### config.mk
export PLATFORM = sky130hd
export DESIGN_NAME = div_seq
export DESIGN_NICKNAME = d
export VERILOG_FILES = /design/src/rtl/div_seq_pkg.sv /design/src/rtl/div_sub_stage.sv /design/src/rtl/div_seq.sv
export SDC_FILE = /design/constraint.sdc
export NUM_CORES = 1
export LEC_CHECK = 0
export ABC_AREA = 0
export BUFFER_PORTS_ARGS = -buffer_cell sky130_fd_sc_hd__clkbuf_2
export CORE_ASPECT_RATIO = 0.9
export CORE_MARGIN = 1.5
export CORE_UTILIZATION = 54
export CTS_CLUSTER_DIAMETER = 80
export DETAILED_ROUTE_END_ITERATION = 10
export GPL_ROUTABILITY_DRIVEN = 0
export PLACE_DENSITY = 0.75
export SLEW_MARGIN = 20
export SYNTH_ARGS = -nofsm -noshare
export SYNTH_HDL_FRONTEND = slang
export SYNTH_SLANG_ARGS = --single-unit
### constraint.sdc
create_clock -name clk -period 10.35 [get_ports clk]
set_input_delay 3.105 -clock clk [delete_from_list [all_inputs] [get_ports clk]]
set_output_delay 3.105 -clock clk [all_outputs]
set_load 0.03 [all_outputs]
### src/rtl/div_seq_pkg.sv
// Shared definitions for the sequential divider: FSM state encoding, handshake levels,
// step count and the operand magnitude helper.
package div_seq_pkg;

  typedef enum logic [1:0] {
    DIV_FREE    = 2'b00,
    DIV_BY_ZERO = 2'b01,
    DIV_ON      = 2'b10,
    DIV_END     = 2'b11
  } div_state_e;

  localparam logic        DivResultReady    = 1'b1;
  localparam logic        DivResultNotReady = 1'b0;
  localparam logic        DivStart          = 1'b1;
  localparam logic        DivStop           = 1'b0;
  localparam logic [31:0] ZeroWord          = 32'h0000_0000;
  localparam logic [5:0]  DivSteps          = 6'd32;

  // Two's-complement magnitude when the operand is treated as signed and is negative.
  function automatic logic [31:0] mag32(input logic [31:0] v, input logic is_signed);
    mag32 = (is_signed && v[31]) ? (~v + 32'd1) : v;
  endfunction

  function automatic logic [31:0] neg_if(input logic [31:0] v, input logic neg);
    neg_if = neg ? (~v + 32'd1) : v;
  endfunction

endpackage

### src/rtl/div_sub_stage.sv
// One restoring-division step: shift the next dividend bit into the partial remainder,
// trial-subtract the divisor over 33 bits and keep the difference if it did not borrow.
module div_sub_stage
  import div_seq_pkg::*;
(
  input  logic [31:0] rem_i,
  input  logic        msb_i,
  input  logic [31:0] divisor_i,
  output logic [31:0] rem_o,
  output logic        q_bit_o
);

  logic [32:0] partial;
  logic [32:0] trial;

  // partial stays below 2*divisor, so a non-negative difference always fits in 32 bits.
  always_comb begin
    partial = {rem_i, msb_i};
    trial   = partial - {1'b0, divisor_i};
    q_bit_o = ~trial[32];
    rem_o   = q_bit_o ? trial[31:0] : partial[31:0];
  end

endmodule

### src/rtl/div_seq.sv
// Multi-cycle 32-bit divider (DIV/DIVU), one restoring step per clock, result {HI=rem, LO=quo}.
// Build option: DIV_EARLY_ZERO_EN sends a zero dividend down the 1-clock zero-result path.
module div_seq
  import div_seq_pkg::*;
(
  input  logic        clk,
  input  logic        rst,
  input  logic        start_i,
  input  logic        annul_i,
  input  logic        signed_div_i,
  input  logic [31:0] opdata1_i,
  input  logic [31:0] opdata2_i,
  output logic [63:0] result_o,
  output logic        ready_o
);

  div_state_e  state;
  div_state_e  state_next;
  logic [5:0]  cnt;
  logic [31:0] quo_q;
  logic [31:0] rem_q;
  logic [31:0] dvs_q;
  logic        neg_quo_q;
  logic        neg_rem_q;
  logic [63:0] result_q;
  logic [31:0] rem_step;
  logic        q_bit;
  logic        accept;
  logic        zero_req;
  logic        steps_done;

  assign accept     = (start_i == DivStart) && !annul_i;
  assign steps_done = (cnt == DivSteps);

`ifdef DIV_EARLY_ZERO_EN
  assign zero_req = (opdata2_i == ZeroWord) || (opdata1_i == ZeroWord);
`else
  assign zero_req = (opdata2_i == ZeroWord);
`endif

  div_sub_stage u_sub (
    .rem_i     (rem_q),
    .msb_i     (quo_q[31]),
    .divisor_i (dvs_q),
    .rem_o     (rem_step),
    .q_bit_o   (q_bit)
  );

  always_ff @(posedge clk) begin
    if (rst) state <= DIV_FREE;
    else     state <= state_next;
  end

  always_comb begin
    state_next = state;
    case (state)
      DIV_FREE:    if (accept) state_next = zero_req ? DIV_BY_ZERO : DIV_ON;
      DIV_BY_ZERO: state_next = annul_i ? DIV_FREE : DIV_END;
      DIV_ON: begin
        if (annul_i)         state_next = DIV_FREE;
        else if (steps_done) state_next = DIV_END;
      end
      DIV_END:     if (start_i == DivStop) state_next = DIV_FREE;
      default:     state_next = DIV_FREE;
    endcase
  end

  // Dividend magnitude is shifted out of quo_q's MSB while quotient bits enter at its LSB.
  always_ff @(posedge clk) begin
    if (rst) begin
      cnt       <= 6'd0;
      quo_q     <= ZeroWord;
      rem_q     <= ZeroWord;
      dvs_q     <= ZeroWord;
      neg_quo_q <= 1'b0;
      neg_rem_q <= 1'b0;
      result_q  <= {ZeroWord, ZeroWord};
    end else begin
      case (state)
        DIV_FREE: begin
          if (accept) begin
            quo_q     <= mag32(opdata1_i, signed_div_i);
            dvs_q     <= mag32(opdata2_i, signed_div_i);
            rem_q     <= ZeroWord;
            cnt       <= 6'd0;
            neg_quo_q <= signed_div_i && (opdata1_i[31] ^ opdata2_i[31]);
            neg_rem_q <= signed_div_i && opdata1_i[31];
          end
        end
        DIV_BY_ZERO: begin
          result_q <= {ZeroWord, ZeroWord};
          cnt      <= 6'd0;
        end
        DIV_ON: begin
          if (annul_i) begin
            cnt <= 6'd0;
          end else if (!steps_done) begin
            rem_q <= rem_step;
            quo_q <= {quo_q[30:0], q_bit};
            cnt   <= cnt + 6'd1;
          end else begin
            result_q <= {neg_if(rem_q, neg_rem_q), neg_if(quo_q, neg_quo_q)};
            cnt      <= 6'd0;
          end
        end
        default: ;
      endcase
    end
  end

  always_comb begin
    ready_o  = DivResultNotReady;
    result_o = {ZeroWord, ZeroWord};
    if (state == DIV_END) begin
      ready_o  = DivResultReady;
      result_o = result_q;
    end
  end

endmodule
After elaboration in Yosys (flattened, before gate mapping). Cells that the tools add are included.

Bitwise operators: 6. Multiplexer cells: 29. Add/sub/neg operators: 6. Reductions and logical operators: 15. Equality and inequality tests: 10.

Operators with widths (number): 32-bit 2-to-1 mux (11); 64-bit 2-to-1 mux (3); 32-bit by 1-bit adder with 32-bit output, second input constant (4); 32-bit NOT (4); 32-bit one-hot mux with 2 select lines (2); 64-bit one-hot mux with 2 select lines (1); 33-bit by 32-bit subtractor with 33-bit output (1); 32-bit zero test (1); 6-bit 2-to-1 mux (3); 6-bit one-hot mux with 3 select lines (1); 2-bit 2-to-1 mux (6); 2-bit inequality test, second input constant (5); 2-bit one-hot mux with 4 select lines (1); 6-bit by 1-bit adder with 6-bit output, second input constant (1); 6-bit == test, second input constant (1); 3-bit AND reduction (2); 2-bit == test, second input constant (2); 1-bit logical AND (4); 2-bit AND reduction (2); 4-bit AND reduction (1); 2-bit nonzero test (2); 3-bit inequality test, second input constant (1); 3-bit nonzero test (1); 2-bit by 1-bit == test with 1-bit output, second input constant (1); 5 further kinds (5).

Word-level logic and storage cells: 74. Output and inout bits: 65. Register bits after elaboration: 170.

Depth between registers and ports, before layout.
Depth in word-level cells: 6. Gate-level depth with buffers: 13. Mapped depth without buffers: 12.

Cells and area by module. Synthesis repeated with hierarchy kept, for this count alone.

Cell total of the unflattened synthesis: 1559. Area, all modules: 11954.0 um^2.

By module, submodules not included: div_seq (times used 1, area each 9442.8 um^2, cells an instance 1215); div_sub_stage (times used 1, area each 2511.2 um^2, cells an instance 344).

Worst setup path after synthesis. No wires, ideal clock.

Path kind: input-to-reg. Start point: in opdata1_i[12]. End point: reg quo_q[30]. Arrival time: 5.305 ns. Buffers on the path: 1. Slack: 4.975 ns. Stages on the path: 9. Cell sequence: or4_1 -> or4_1 -> clkbuf_1 -> nor4_1 -> a31oi_1 -> xnor2_1 -> nand2_1 -> o211ai_1 -> a21oi_1.

Cells in the longest elaborated chain, start to end: 5.

RTL lines: start: declaration (line div_seq.sv:11) `input logic [31:0] opdata1_i,`; 32-bit NOT (line div_seq_pkg.sv:21) `mag32 = (is_signed && v[31]) ? (~v + 32'd1) : v;`; 32-bit by 1-bit adder with 32-bit output (line div_seq_pkg.sv:21); 32-bit 2-to-1 mux (line div_seq_pkg.sv:21); 32-bit 2-to-1 mux (line div_seq.sv:81) `if (accept) begin`; 32-bit one-hot mux with 2 select lines (line div_seq.sv:79) `case (state)`; end signal: assignment (line div_seq.sv:72) `quo_q <= ZeroWord;`; end signal: assignment (line div_seq.sv:82) `quo_q <= mag32(opdata1_i, signed_div_i);`; end signal: assignment (line div_seq.sv:99) `quo_q <= {quo_q[30:0], q_bit};`; end: declaration (line div_seq.sv:20) `logic [31:0] quo_q;`.

No other way between the ends. The select of a mux whose other input is x is not followed. A chain may end at the register's enable or synchronous reset.

Final worst setup path.
Start point: in opdata1_i[12]. End point: reg quo_q[29].

Same word-level chain as after synthesis.

==> results.json <==
{
  "synth_cell_type_count": 60,
  "p_sw_mw": 0.9220,
  "initial_core_util_pct": 55.69,
  "skew_ns": 0.01064,
  "cp-startpoint": "opdata1_i[12]",
  "syn-instance-count": 1466,
  "numCtsBuffers": 17,
  "outcome": "finished, final reports clean",
  "wl_um": 28880,
  "r2r_start": "quo_q[31]$_SDFFE_PP0P_",
  "crit_path_start_kind": "input port",
  "grt_usage_pct": 26.94,
  "dp_hpwl_um": 21430,
  "grt_max_degree": 82,
  "crit_type": "input port to flip-flop",
  "core_area_um2": 20170,
  "cp.required_ns": 10.63,
  "crit_arrival_ns": 5.68,
  "hp-start": "dvs_q[16]$_SDFFE_PP0P_",
  "slew-limit-headroom_pct": 31.76,
  "ys_ff_latch": 170,
  "vias": 10540,
  "cts_resized": 0,
  "maxCapViolCount": 0,
  "holdPathEnd": "dvs_q[16]$_SDFFE_PP0P_",
  "reg2reg_depth": 13,
  "die_h_um": 139.8,
  "htree_num_levels": 4,
  "share_comb_of_total_power_pct": 37.6,
  "power_mw": 2.320,
  "layout_commonest_cell": "nand2_1",
  "cts_tree": "done",
  "leakagePower_nw": 5.155,
  "cts-root-buf": "clkbuf_16",
  "crit_path_end_kind": "flip-flop",
  "die_w_um": 155.0,
  "overflow": 0,
  "reg2reg_slack_ns": 6.27,
  "ant_nets": 0,
  "clkPwrFrac_pct": 27.5,
  "clk_latency_ns": 0.43,
  "ir_drop_mv": 0.1263,
  "yosys_warnings": 0,
  "dr.pass1.iters": 8,
  "nets": 1657,
  "cts_max_path_buffers": 2,
  "hold_viol_final": 0,
  "hold_ws_ns": 0.4620,
  "cp_slowest_cell": "or4_1",
  "intPower_mw": 1.398,
  "r2r-end": "rem_q[26]$_SDFFE_PP0P_",
  "setup_tns_ns": 0,
  "async_flop_share_pct": 0,
  "switching_share_pct": 39.74,
  "wire_per_inst_um": 15.93,
  "netlist_area_um2": 11230,
  "grt_pass1_vias": 9162,
  "cts_setup_buffers": 0,
  "synth_area_leader_cell": "dfxtp_1",
  "hold_depth": 2,
  "sequentialPowerShare_pct": 35.0,
  "syn2layout_area_growth_pct": 12.44,
  "cts_hold_buf": 0,
  "clock-sinks": 170,
  "synth_edf_count": 0,
  "avgSynthCellArea_um2": 7.663,
  "antenna_found_initial": 0,
  "drtIter0Drc": 1082,
  "syn_nets": 1578,
  "fmax_mhz": 185.0,
  "ys.flop_type": "dfxtp_1",
  "p_per_area_nw_per_um2": 183.7,
  "clkTransAtPathRegs_ns": 0.07,
  "grt_pass1_wl_um": 47630,
  "route.detailed.drc": 0,
  "port_buffers": 133,
  "slew_violations": 0,
  "crit_fanout": 6,
  "rsz0062_at_grt": "no",
  "hold_class": "flip-flop to flip-flop",
  "yosys.area.top_type_share_pct": 30.30,
  "finalSetupViolCount": 0,
  "synth.area.top_cells": "dfxtp_1 (30%), xnor2_1 (7.5%), nand2_1 (5.9%)",
  "cp_slowest_stage_delay_ns": 0.59,
  "ioPinCount": 134,
  "dieArea_um2": 21680,
  "crit_chain": "clkbuf_2 -> or4_1 -> or4_1 -> nor4_1 -> and2_1 -> a21oi_1 -> xnor2_1 -> nand2_1 -> o211ai_1 -> a21oi_1",
  "mostFrequentLayoutCells": "nand2_1 (177), dfxtp_1 (169), nor2_1 (139)",
  "vias_per_cell": 5.815,
  "n_antenna_cell": 0,
  "post-route-period-util_pct": 52.23,
  "worst_pin_slew_ns": 1.022,
  "drive_above_1_share_pct": 12.77,
  "period_minus_slack_ns": 5.406,
  "row_count": 49,
  "ys_seq_area_share_pct": 30.30,
  "fillers": 1779
}
[power by group through the flow]
stage | clock (mW) | sequential, mW | combinational (mW)
floorplan | 0 | 0.781 | 0.679
CTS | 0.646 | 0.805 | 0.860
detailed placement | 0 | 0.821 | 0.855
global placement | 0 | 0.817 | 0.841
global route | 0.676 | 0.817 | 0.973
finish | 0.637 | 0.811 | 0.872
[flip-flops by register name, summed over array words and instances, names as in the netlist]
register / flops
state: 2
neg_rem_q: 1
cnt: 6
rem_q: 32
quo_q: 32
dvs_q: 32
neg_quo_q: 1
result_q: 64
[metrics by stage]
stage / cells / util, % / instance area (um2) / setup slack, ns
2_1_floorplan: 1466 / - / 11230 / 4.975
3_3_place_gp: 1781 / 59.67 / 12040 / 4.579
3_5_place_dp: 1781 / 59.67 / 12040 / 4.545
4_1_cts: 1813 / 62.61 / 12630 / 4.936
5_1_grt: 1813 / 62.62 / 12630 / 4.612
6_report: 1813 / 62.62 / 12630 / 4.944
[worst max-delay path by stage]
stage | to
final | quo_q[29]$_SDFFE_PP0P_
after global routing | quo_q[29]$_SDFFE_PP0P_
after CTS | quo_q[29]$_SDFFE_PP0P_
after detailed placement | quo_q[29]$_SDFFE_PP0P_
after global placement | quo_q[29]$_SDFFE_PP0P_
after floorplan | quo_q[30]$_SDFFE_PP0P_
[layout make-up]
class | instances | area (um2) | area share [%]
Tap cell | 255 | 319.1 | 2.526
Clock buffer | 19 | 442.9 | 3.507
Timing Repair Buffer | 146 | 765.7 | 6.062
Sequential cell | 170 | 3405 | 26.95
Multi-Input combinational cell | 1153 | 7333 | 58.06
Clock inverter | 13 | 151.4 | 1.199
Inverter | 57 | 214.0 | 1.694
[worst max-delay path, delay by kind of cell]
kind / cells / cell delay [ns]
AO/OA/AOI/OAI: 3 / 0.31
XOR/XNOR: 1 / 0.19
buffers and inverters: 1 / 0.10
AND/OR/NAND/NOR: 5 / 1.98
[cells in the mapped netlist (25+ instances only)]
cell and instances:
a22oi_1 37, inv_1 57, nor2_1 141, clkbuf_1 78, a211oi_1 31, ha_1 42
xnor2_1 96, xor2_1 47, a22o_1 25, and2_1 70, o21ai_0 97, mux2i_1 26
nand2_1 177, dfxtp_1 170, nor3_1 28, a21oi_1 95
[cell families (layout without fill, tap and decap cells)]
family	count (synthesis)	in the layout	synth area share [%]
simple gates	536	536	22.77
compound gates	405	405	23.81
flops	170	170	30.30
xor+xnor	143	143	11.15
buf+inv	143	235	4.801
fa+ha+maj	43	43	4.856
mux	26	26	2.317
[per-layer routing]
| metal | up-vias | GRT usage [%] | share of wire [%] |
|---|---|---|---|
| met5 | - | 0 | 0 |
| met3 | 19 | 4.921 | 8.0 |
| li1 | 5346 | - | - |
| met2 | 390 | 35.61 | 38 |
| met4 | 0 | 5.668 | 0.86 |
| met1 | 4788 | 43.99 | 53 |
(Power assumes the default switching activity.)
